<file path="config.mk">
export PLATFORM = sky130hd
export DESIGN_NAME = rs_entry
export DESIGN_NICKNAME = d
export VERILOG_FILES = /design/src/rtl/rs_entry_pkg.sv /design/src/rtl/rs_entry_operand_slot.sv /design/src/rtl/rs_entry.sv
export SDC_FILE = /design/constraint.sdc
export NUM_CORES = 1
export LEC_CHECK = 0
export ABC_AREA = 0
export CAP_MARGIN = 20
export CORE_MARGIN = 8
export CORE_UTILIZATION = 41
export CTS_BUF_LIST = sky130_fd_sc_hd__clkbuf_8
export CTS_CLUSTER_DIAMETER = 50
export DETAILED_ROUTE_END_ITERATION = 6
export GPL_ROUTABILITY_DRIVEN = 0
export GPL_TIMING_DRIVEN = 1
export MAX_ROUTING_LAYER = met4
export PLACE_DENSITY_LB_ADDON = 0.25
export SLEW_MARGIN = 20
export SYNTH_ARGS = -nofsm -noshare
export SYNTH_HDL_FRONTEND = slang
export SYNTH_SLANG_ARGS = --single-unit
</file>
<file path="constraint.sdc">
create_clock -name clock -period 2.28 [get_ports clock]
set_input_delay 0.456 -clock clock [delete_from_list [all_inputs] [get_ports clock]]
set_output_delay 0.456 -clock clock [all_outputs]
set_load 0.1 [all_outputs]
</file>
<file path="src/rtl/rs_entry_pkg.sv">
// rs_entry_pkg: shared widths, tag constant and packet types for the reservation station
package rs_entry_pkg;
  localparam int XLEN = 32;
  localparam int ROB_IDX_LEN = 5;
  typedef logic [ROB_IDX_LEN-1:0] tag_t;
  localparam tag_t NO_TAG = '0;
  typedef struct packed {
    logic [XLEN-1:0] pc;
    logic [31:0]     inst;
    logic [XLEN-1:0] rs1_value;
    logic [XLEN-1:0] rs2_value;
  } ID_PACKET;
  typedef struct packed {
    tag_t rs1_tag;
    tag_t rs2_tag;
    logic rs1_ready;
    logic rs2_ready;
  } MT2RS_PACKET;
  typedef struct packed {
    tag_t            reg_tag;
    logic [XLEN-1:0] reg_value;
  } CDB_PACKET;
  typedef struct packed {
    tag_t            rob_entry;
    logic [XLEN-1:0] rs1_value;
    logic [XLEN-1:0] rs2_value;
  } ROB2RS_PACKET;
  typedef struct packed {
    logic            valid;
    logic [XLEN-1:0] pc;
    logic [31:0]     inst;
    logic [XLEN-1:0] rs1_value;
    logic [XLEN-1:0] rs2_value;
    tag_t            rob_entry;
  } IS_PACKET;
endpackage

</file>
<file path="src/rtl/rs_entry_operand_slot.sv">
// rs_entry_operand_slot: one source operand's tag/value/resolved capture with CDB snooping
module rs_entry_operand_slot
  import rs_entry_pkg::*;
(
  input  logic            clock,
  input  logic            reset,
  input  logic            enable,
  input  logic            clear,
  input  logic            busy,
  input  tag_t            alloc_tag,
  input  logic            mt_ready,
  input  logic [XLEN-1:0] id_value,
  input  logic [XLEN-1:0] rob_value,
  input  tag_t            cdb_tag,
  input  logic [XLEN-1:0] cdb_value,
  output logic [XLEN-1:0] value,
  output logic            resolved
);
  tag_t            tag_q, tag_d;
  logic [XLEN-1:0] value_q, value_d;
  logic            resolved_q, resolved_d;
  logic            alloc_hit, wait_hit, no_tag;
  assign no_tag    = alloc_tag == NO_TAG;
  assign alloc_hit = cdb_tag != NO_TAG && cdb_tag == alloc_tag;
  assign wait_hit  = busy && !resolved_q && cdb_tag != NO_TAG && cdb_tag == tag_q;
  always_comb begin
    tag_d      = enable ? alloc_tag : tag_q;
    resolved_d = enable ? (no_tag || mt_ready || alloc_hit) :
                 clear  ? 1'b0 : (resolved_q || wait_hit);
    value_d    = enable ? (no_tag ? id_value : mt_ready ? rob_value : alloc_hit ? cdb_value : value_q) :
                 (!clear && wait_hit) ? cdb_value : value_q;
  end
  always_ff @(posedge clock) begin
    if (reset) begin
      tag_q      <= NO_TAG;
      value_q    <= '0;
      resolved_q <= 1'b0;
    end else begin
      tag_q      <= tag_d;
      value_q    <= value_d;
      resolved_q <= resolved_d;
    end
  end
  assign value    = value_q;
  assign resolved = resolved_q;
endmodule

</file>
<file path="src/rtl/rs_entry.sv">
// rs_entry: one reservation-station slot holding an instruction until both operands resolve
module rs_entry
  import rs_entry_pkg::*;
(
  input  logic         clock,
  input  logic         reset,
  input  ID_PACKET     id_packet_in,
  input  MT2RS_PACKET  mt2rs_packet_in,
  input  CDB_PACKET    cdb_packet_in,
  input  ROB2RS_PACKET rob2rs_packet_in,
  input  logic         clear,
  input  logic         enable,
  output IS_PACKET     is_packet_out,
  output logic         busy,
  output logic         ready
);
  logic            busy_q, busy_d;
  logic [XLEN-1:0] pc_q, pc_d;
  logic [31:0]     inst_q, inst_d;
  tag_t            rob_entry_q, rob_entry_d;
  logic [XLEN-1:0] rs1_value, rs2_value;
  logic            rs1_resolved, rs2_resolved;
  always_comb begin
    busy_d      = enable ? 1'b1 : clear ? 1'b0 : busy_q;
    pc_d        = enable ? id_packet_in.pc : pc_q;
    inst_d      = enable ? id_packet_in.inst : inst_q;
    rob_entry_d = enable ? rob2rs_packet_in.rob_entry : rob_entry_q;
  end
  always_ff @(posedge clock) begin
    if (reset) begin
      busy_q      <= 1'b0;
      pc_q        <= '0;
      inst_q      <= '0;
      rob_entry_q <= NO_TAG;
    end else begin
      busy_q      <= busy_d;
      pc_q        <= pc_d;
      inst_q      <= inst_d;
      rob_entry_q <= rob_entry_d;
    end
  end
  rs_entry_operand_slot u_rs1 (
    .clock(clock), .reset(reset), .enable(enable), .clear(clear), .busy(busy_q),
    .alloc_tag(mt2rs_packet_in.rs1_tag), .mt_ready(mt2rs_packet_in.rs1_ready),
    .id_value(id_packet_in.rs1_value), .rob_value(rob2rs_packet_in.rs1_value),
    .cdb_tag(cdb_packet_in.reg_tag), .cdb_value(cdb_packet_in.reg_value),
    .value(rs1_value), .resolved(rs1_resolved)
  );
  rs_entry_operand_slot u_rs2 (
    .clock(clock), .reset(reset), .enable(enable), .clear(clear), .busy(busy_q),
    .alloc_tag(mt2rs_packet_in.rs2_tag), .mt_ready(mt2rs_packet_in.rs2_ready),
    .id_value(id_packet_in.rs2_value), .rob_value(rob2rs_packet_in.rs2_value),
    .cdb_tag(cdb_packet_in.reg_tag), .cdb_value(cdb_packet_in.reg_value),
    .value(rs2_value), .resolved(rs2_resolved)
  );
  assign busy  = busy_q;
  assign ready = busy_q && rs1_resolved && rs2_resolved;
  always_comb begin
    is_packet_out           = '0;
    is_packet_out.valid     = ready;
    is_packet_out.pc        = pc_q;
    is_packet_out.inst      = inst_q;
    is_packet_out.rs1_value = rs1_value;
    is_packet_out.rs2_value = rs2_value;
    is_packet_out.rob_entry = rob_entry_q;
  end
endmodule

</file>
==> impl_metrics.json, run 1 <==
{
  "outcome": "finished, final reports clean",
  "max_freq_mhz": 470,
  "report.final.hold_viol_count": 0,
  "antenna_left": 0,
  "vias": 8488,
  "crit_fanout": 13,
  "num_rows": 48,
  "worstSetupStartpointType": "input pin",
  "worst-r2r-setup-slack_ns": 0.52,
  "grt_max_degree": 61,
  "min_delay_worst_endpoint": "u_rs2.tag_q[2]",
  "syn_nets": 1131,
  "postLayoutCoreUtil_pct": 67.7,
  "worstSetupPathType": "input pin to flop",
  "period_share_pct": 93.4,
  "tightest_slew_ns": 0.895,
  "portBuffers": 385,
  "synth_seq_area_share_pct": 40.2,
  "p_per_area_nw_per_um2": 616,
  "first_global_vias": 8545,
  "cts_made_buffers": 17,
  "yosysWarnings": 0,
  "totalWireLength_mm": 31.4,
  "layout_setup_ws_ns": 0.152,
  "antenna_found_initial": 0,
  "grt_pass1_wl_mm": 47.7,
  "ctsResizeCount": 0,
  "ios": 386,
  "min_from": "enable",
  "area_growth_pct": 61.1,
  "power_mw": 7.21,
  "die_width_um": 149,
  "instances_no_fill": 1491,
  "die-area_um2": 22200,
  "netlist.area_leader.share_pct": 40.2,
  "pre_cts_slack_ns": -0.466,
  "syn_area_um2": 7270,
  "drc": 0,
  "synth_area_leaders": "dfxtp_1 (40%), mux2i_1 (11%), o221ai_1 (7.7%)",
  "r2r-start": "u_rs1.tag_q[4]",
  "slew_headroom_pct": 40.3,
  "synth_area_per_cell_um2": 8.25,
  "reg2reg_to": "u_rs1.value[28]",
  "rr_worst_depth": 7,
  "first_pass_iters": 5,
  "via_per_inst": 5.69,
  "initial_core_util_pct": 42.0,
  "yosys.area.top_type": "dfxtp_1",
  "min_period_ns": 2.13,
  "crit_arrival_ns": 2.45,
  "leakage_nw": 4.84,
  "end_kind": "flop",
  "drive_gt1_share_pct": 20.1,
  "place.detailed.hpwl_mm": 24.1,
  "fin_area_um2": 11700,
  "holdCritPathClass": "input pin to flop",
  "cts_sinks": 146,
  "grt_usage_pct": 28.1,
  "clk_latency_ns": 0.44,
  "nets": 1504,
  "synthCells": 881,
  "cts_tree": "yes",
  "placed_cells": 1459,
  "diodes": 0,
  "wl_per_cell_um": 21.1,
  "cts_root_buffer": "clkbuf_8",
  "hold_slack_ns": 0.393,
  "setup_violations": 0,
  "core_um2": 17300,
  "die_h_um": 149,
  "cap_violations": 0,
  "place_area_um2": 11300,
  "ctsLongestPathBuffers": 2,
  "grt_overflow": 0,
  "final.setup.tns_ns": 0,
  "cp_data_required_time_ns": 2.60,
  "num-fill-cells": 1455,
  "worstHoldPathCells": 3,
  "holdBufCountCts": 0,
  "peakVddDrop_mv": 0.431,
  "drtIter0Drc": 649,
  "synth_cell_type_count": 36,
  "cts_setup_buffers": 0,
  "clock_skew_ns": 0.0137,
  "path_clk_slew_ns": 0.08,
  "synth-seq-cells": 146,
  "finalMaxSlewViolations": 0,
  "rsz0062_at_grt": "no",
  "htreeDepth": 4
}
-- report_power, final --
| group | internal, mW | total (mW) | switching, mW |
|---|---|---|---|
| combinational | 0.881 | 2.52 | 1.64 |
| clock | 0.883 | 1.90 | 1.01 |
| sequential | 2.70 | 2.79 | 0.0885 |
| total | 4.47 | 7.21 | 2.74 |
-- worst max-delay path, stage by stage --
cell and delay, ns:
clkdlybuf4s50_1 0.46, or4_4 0.59, o211a_4 0.28, a31o_2 0.25
buf_12 0.15, o21ai_0 0.16, a21oi_1 0.09
-- synth_stat cells, drive strengths merged --
cell and number:
mux2i 79, a31oi 3, o41ai 1, and2 2, a31o 1, xnor2 10
o211a 1, o31ai 1, nor3 4, nor4 2, and3 2, o31a 1
o221ai 64, buf 32, a21oi 66, or3 2, a21o 1, nor2 85
nand3 98, nor3b 1, nand4 66, clkbuf 68, o21ai 64, nand2 36
xor2 10, inv 33, dfxtp 146, or4 1, nand2b 1
-- layer usage --
layer	global-route usage, %	part of all wire, %
met2	44.3	47
met1	31.3	37
met3	10.4	12
met4	12.4	3.5
met5	-	0
-- logic make-up after synthesis --
| logic type | count (synthesis) | synth area share (%) |
|---|---|---|
| AOI/OAI and AO/OA | 203 | 18.2 |
| xor gates and xnor gates | 20 | 2.41 |
| buffers and inverters | 133 | 8.18 |
| DFF | 146 | 40.2 |
| muxes | 79 | 10.9 |
| and+or+nand+nor | 300 | 20.1 |
-- flip-flops by register name (all words and copies together) (netlist names) --
register and cells:
busy 1, pc_q 32, u_rs2.tag_q 5, u_rs1.tag_q 5, u_rs1.resolved 1, u_rs1.value 32, u_rs2.value 32, rob_entry_q 5
inst_q 32, u_rs2.resolved 1
-- worst max path at each step --
stage	from	to	slack [ns]
after floorplan	busy	is_packet_out[133]	0.14
after global placement	cdb_packet_in[34]	u_rs2.value[29]	-0.41
after detailed placement	cdb_packet_in[34]	u_rs2.value[31]	-0.47
after CTS	cdb_packet_in[34]	u_rs2.value[18]	0.002
after global routing	cdb_packet_in[34]	u_rs1.value[0]	0.04
final	cdb_packet_in[33]	u_rs1.value[0]	0.15
-- layout by cell type (no fill, tap or decap), types with 2 or more instances in the layout --
cell type / instances
clkdlybuf4s50_1: 247
buf_4: 190
dfxtp_1: 145
nand3_1: 97
nor2_1: 82
mux2i_1: 79
nand4_1: 66
a21oi_1: 66
o221ai_1: 64
nand2_1: 36
inv_1: 34
o21ai_0: 33
o21ai_1: 31
clkbuf_8: 18
buf_12: 15
xnor2_1: 10
xor2_1: 10
clkinvlp_4: 4
nor2_2: 3
nor3_2: 3
clkinv_2: 3
or3_1: 2
nor4_1: 2
and2_1: 2
a31oi_1: 2
clkinv_4: 2
inv_6: 2
buf_6: 2
-- area by class of cell --
cell class / instances / area (µm²) / share of cell area, %
clock buffer: 18 / 248 / 2.12
clock inverter: 13 / 114 / 0.972
inverter: 33 / 124 / 1.06
multi-input combinational: 602 / 3800 / 32.4
sequential: 146 / 2920 / 25.0
tap: 225 / 282 / 2.40
timing repair buffer: 454 / 4220 / 36.1
Power figures use the tool's default switching activity.
==> run 2, diff against run 1 <==
- CORE_AREA: unset -> 8 8 142 144
- CORE_MARGIN: 8 -> unset
- CORE_UTILIZATION: 41 -> unset
- DIE_AREA: unset -> 0 0 150 152
- clock period: 2.28 -> 2.47 ns (I/O delays scaled with it)
==> impl_metrics.json, run 2 (synthesis gave the netlist of run 1 again) <==
{
  "min_period_ns": 2.16,
  "period_share_pct": 87.3,
  "holdBufCountCts": 0,
  "setup_violations": 0,
  "clock_skew_ns": 0.00894,
  "cp_data_required_time_ns": 2.79,
  "grt_max_degree": 64,
  "cp_top_family": "buffers and inverters",
  "path_buf_inv": 2,
  "grt_pass1_wl_mm": 47.0,
  "cap_violations": 0,
  "wl_per_cell_um": 21.3,
  "vias": 8273,
  "busiest_layer": "met2",
  "rsz0062_at_grt": "no",
  "ctsLongestPathBuffers": 2,
  "first_global_vias": 8335,
  "portBuffers": 385,
  "nets": 1489,
  "leakage_nw": 4.78,
  "cts_made_buffers": 17,
  "grt_use_met2_pct": 44.1,
  "final_common_cell": "clkdlybuf4s50_1",
  "die_width_um": 150,
  "worstSetupPathType": "input pin to flop",
  "core_um2": 17800,
  "pwr-share-seq_pct": 38.1,
  "peakVddDrop_mv": 0.407,
  "first_pass_iters": 5,
  "cts_root_buffer": "clkbuf_8",
  "place.detailed.hpwl_mm": 24.0,
  "finalMaxSlewViolations": 0,
  "pre_cts_slack_ns": -0.154,
  "power.share.clock_pct": 28.0,
  "power.internal_mw": 4.14,
  "p_sw_share_pct": 38.8,
  "die-area_um2": 22800,
  "initial_core_util_pct": 40.9,
  "num-fill-cells": 1521,
  "worstSetupStartpointType": "input pin",
  "cts_tree": "yes",
  "ctsResizeCount": 0,
  "slew_headroom_pct": 42.2,
  "switching_power_mw": 2.63,
  "final_cell_mix": "clkdlybuf4s50_1 (247), buf_4 (178), dfxtp_1 (145)",
  "crit_arrival_ns": 2.47,
  "p_per_area_nw_per_um2": 583,
  "report.final.hold_viol_count": 0,
  "cts_setup_buffers": 0,
  "layout_setup_ws_ns": 0.314,
  "grt_use_met3_pct": 8.70,
  "drtIter0Drc": 470,
  "totalWireLength_mm": 31.7,
  "tightest_slew_ns": 0.867,
  "power_mw": 6.76,
  "ios": 386,
  "grt_usage_pct": 27.1,
  "met1_usage_pct": 29.6,
  "htreeDepth": 4,
  "holdCritPathClass": "flop to flop",
  "antenna_left": 0,
  "outcome": "finished, final reports clean",
  "clk_latency_ns": 0.45,
  "pwr-share-comb_pct": 33.9,
  "num_rows": 49,
  "die_h_um": 152,
  "drc": 0,
  "via_per_inst": 5.57,
  "critPathMaxStageDelay_ns": 0.47,
  "cp_slowest_cell": "or3_1",
  "crit_fanout": 20,
  "end_kind": "flop",
  "drive_gt1_share_pct": 19.2,
  "grt_overflow": 0,
  "max_freq_mhz": 464,
  "path_cells": "clkdlybuf4s50_1 > or3_1 > o41ai_4 > buf_4 > o221ai_1 > o21ai_1 > a21oi_1",
  "antenna_found_initial": 3,
  "cts_sinks": 146,
  "final.setup.tns_ns": 0,
  "path_clk_slew_ns": 0.08,
  "area_growth_pct": 59.8
}
## run 2: power by group through the flow
stage	Combinational (mW)	Sequential (mW)	Clock, mW
after floorplan	0.530	3.53	0
after global placement	2.28	2.62	0
after detailed placement	2.29	2.63	0
after CTS	2.30	2.58	1.93
after global routing	2.39	2.59	2.02
final	2.29	2.58	1.90
## run 2: routing by layer
layer  up-vias  routed length, µm
met3        71               3450
met4         0               1080
met5         -                  0
met1      3806              11800
li1       3929                  -
met2       467              15300
## run 2: worst reg2reg max path: cells and delay by family, from the launching register on
kind	cells	cell delay (ns)
flip-flops	1	0.34
AO/OA/AOI/OAI	2	0.28
buffers and inverters	1	0.25
XOR/XNOR	1	0.18
AND/OR/NAND/NOR	2	0.72
## run 2: worst paths after layout
kind         cells past startpoint  slack [ns]              end           startpoint
max                              7        0.31  u_rs1.value[24]  mt2rs_packet_in[11]
min                              2        0.47  u_rs1.value[10]      u_rs1.value[10]
max reg2reg                      6        0.62  u_rs2.value[24]       u_rs2.tag_q[3]
min reg2reg                      2        0.47  u_rs1.value[10]      u_rs1.value[10]
## run 2: cell type report
type,count,area (µm²),area share (%)
repair buffers,439,4080,35.1
multi-input cells,602,3790,32.7
flip-flops and latches,146,2920,25.2
well taps,229,287,2.47
clock buffers,18,248,2.13
clock inverters,14,144,1.24
inverters,33,124,1.07
diodes,3,7.51,0.0647
## run 2: through the flow
stage	util, %	hold slack, ns	cells	area (µm²)
4_1_cts	65.2	0.447	1481	11600
5_1_grt	65.3	0.468	1484	11600
2_1_floorplan	-	0.467	881	7270
3_5_place_dp	63.0	0.456	1449	11200
6_report	65.3	0.469	1484	11600
3_3_place_gp	63.0	0.451	1449	11200
==> run 3, diff against run 2 <==
- CAP_MARGIN: 20 -> unset
- CORE_AREA: 8 8 142 144 -> 8 8 144 146
- DIE_AREA: 0 0 150 152 -> 0 0 152 154
- SYNTH_HIERARCHICAL: unset -> 1
==> impl_metrics.json, run 3 <==
{
  "synthCells": 709,
  "place.detailed.hpwl_mm": 21.6,
  "wl_per_cell_um": 21.3,
  "grt_pass1_wl_mm": 43.3,
  "setup_violations": 0,
  "synth-edff-count": 0,
  "final_common_cell": "clkdlybuf4s50_1",
  "worstSetupPathType": "input pin to flop",
  "yosysMostFrequentCell": "dfxtp_1",
  "ios": 386,
  "cts_tree": "yes",
  "min_from": "u_rs1/resolved",
  "p_per_area_nw_per_um2": 613,
  "rsz0062_at_grt": "no",
  "yosys.area.top_type": "dfxtp_1",
  "end_kind": "flop",
  "cts_made_buffers": 17,
  "path_cells": "clkdlybuf4s50_1 > or4_4 > or2_1 > buf_4 > o31ai_1 > o2bb2ai_1",
  "leakage_nw": 4.48,
  "ctsResizeCount": 0,
  "async_reset_ff_share_pct": 0,
  "yosys.area_share.simple_pct": 12.5,
  "final.setup.tns_ns": 0,
  "p_sw_share_pct": 39.4,
  "report.final.hold_viol_count": 0,
  "cts_sinks": 146,
  "instances_no_fill": 1332,
  "clk_latency_ns": 0.45,
  "cts_setup_buffers": 0,
  "holdCritPathClass": "flop to flop",
  "synth_xor_area_share_pct": 2.55,
  "crit_arrival_ns": 2.59,
  "core_um2": 18500,
  "syn_area_um2": 6880,
  "die_h_um": 154,
  "finalMaxSlewViolations": 0,
  "pwr-share-seq_pct": 38.3,
  "path_buf_inv": 2,
  "placed_cells": 1300,
  "yosysWarnings": 6,
  "initial_core_util_pct": 37.3,
  "switching_power_mw": 2.69,
  "cp_slowest_cell": "or4_4",
  "antenna_left": 0,
  "power_mw": 6.84,
  "via_per_inst": 5.43,
  "grt_overflow": 0,
  "min_period_ns": 2.27,
  "cts_root_buffer": "clkbuf_8",
  "grt_max_degree": 71,
  "tightest_slew_ns": 0.511,
  "outcome": "finished, final reports clean",
  "first_pass_iters": 5,
  "synth_fa_ha_area_share_pct": 0,
  "crit_start": "mt2rs_packet_in[7]",
  "synth-seq-cells": 146,
  "worst-r2r-setup-slack_ns": 0.93,
  "drtIter0Drc": 436,
  "portBuffers": 385,
  "path_clk_slew_ns": 0.08,
  "peakVddDrop_mv": 0.367,
  "hold_slack_ns": 0.464,
  "power.internal_mw": 4.15,
  "netlist.area_leader.share_pct": 42.5,
  "cp_data_required_time_ns": 2.80,
  "synth_top_family_by_area": "compound AO/OA/AOI/OAI gates",
  "worstSetupStartpointType": "input pin",
  "period_share_pct": 91.7,
  "die_width_um": 152,
  "clock_skew_ns": 0.0136,
  "totalWireLength_mm": 28.4,
  "synthMuxAreaShare_pct": 11.5,
  "drive_gt1_share_pct": 21.5,
  "synth_top_cells_by_count": "dfxtp_1 (146), nor2_1 (85), mux2i_1 (79)",
  "final_cell_mix": "clkdlybuf4s50_1 (247), buf_4 (167), dfxtp_1 (145)",
  "critPathMaxStageDelay_ns": 0.55,
  "holdBufCountCts": 0,
  "synth-compound-area-share_pct": 23.9,
  "ctsLongestPathBuffers": 2,
  "synth_cell_type_count": 36,
  "diodes": 0,
  "first_global_vias": 7563,
  "synth_area_leaders": "dfxtp_1 (43%), mux2i_1 (12%), o2bb2ai_1 (7.1%)",
  "yosys_most_used_dff": "dfxtp_1",
  "htreeDepth": 4,
  "grt_usage_pct": 24.1,
  "cap_violations": 0,
  "cp_top_family": "simple AND/OR/NAND/NOR gates",
  "max_freq_mhz": 441,
  "num_rows": 50,
  "area_growth_pct": 62.3,
  "syn_nets": 959,
  "drc": 0,
  "slew_headroom_pct": 65.9,
  "antenna_found_initial": 0,
  "postLayoutCoreUtil_pct": 60.4,
  "pwr-share-comb_pct": 35.0,
  "crit_fanout": 30,
  "power.share.clock_pct": 26.8,
  "synth_area_per_cell_um2": 9.70,
  "synth_seq_area_share_pct": 42.5,
  "nets": 1335,
  "r2r-start": "u_rs2/tag_q[0]",
  "vias": 7231,
  "die-area_um2": 23400
}
[run 3: final timing paths]
path / depth (start not counted) / end
worst min-delay path: 2 / u_rs1/resolved
worst max register to register: 6 / u_rs2/value[27]
worst min register to register: 2 / u_rs1/resolved
worst max-delay path: 6 / u_rs1/value[21]
[run 3: cells by family after synthesis]
family	count (synthesis)
AO/OA/AOI/OAI	211
XOR/XNOR	20
buffers and inverters	80
multiplexers	79
AND/OR/NAND/NOR	173
flip-flops	146
[run 3: layout make-up]
type,count,area (µm²)
fillers,1595,7300
flip-flops and latches,146,2920
inverters,9,33.8
well taps,234,293
clock inverters,14,130
multi-input cells,483,3540
repair buffers,428,3990
clock buffers,18,248
[run 3: per-stage QoR]
stage	setup WS (ns)	area, µm²
final	0.205	11200
after global routing	0.170	11200
after CTS	0.269	11200
after detailed placement	-0.223	10800
after global placement	-0.179	10800
after floorplan	0.292	6880
[run 3: metal layers]
| metal | vias up | GRT usage, % | part of all wire [%] |
|---|---|---|---|
| met1 | 3384 | 27.7 | 41 |
| met4 | 0 | 9.00 | 2.4 |
| met5 | - | - | 0 |
| met2 | 400 | 39.0 | 48 |
| li1 | 3406 | - | - |
| met3 | 41 | 7.65 | 9.1 |
[run 3: power by group through the flow]
stage	Combinational (mW)	Clock, mW	Sequential (mW)
global placement	2.38	0	2.66
detailed placement	2.40	0	2.66
CTS	2.40	1.89	2.61
floorplan	0.453	0	3.75
finish	2.39	1.83	2.62
global route	2.48	2.01	2.64
[run 3: tightest hold or removal path, stage by stage (launching register included)]
cell,delay (ns)
dfxtp_1,0.32
nand2_1,0.05
a21oi_1,0.05
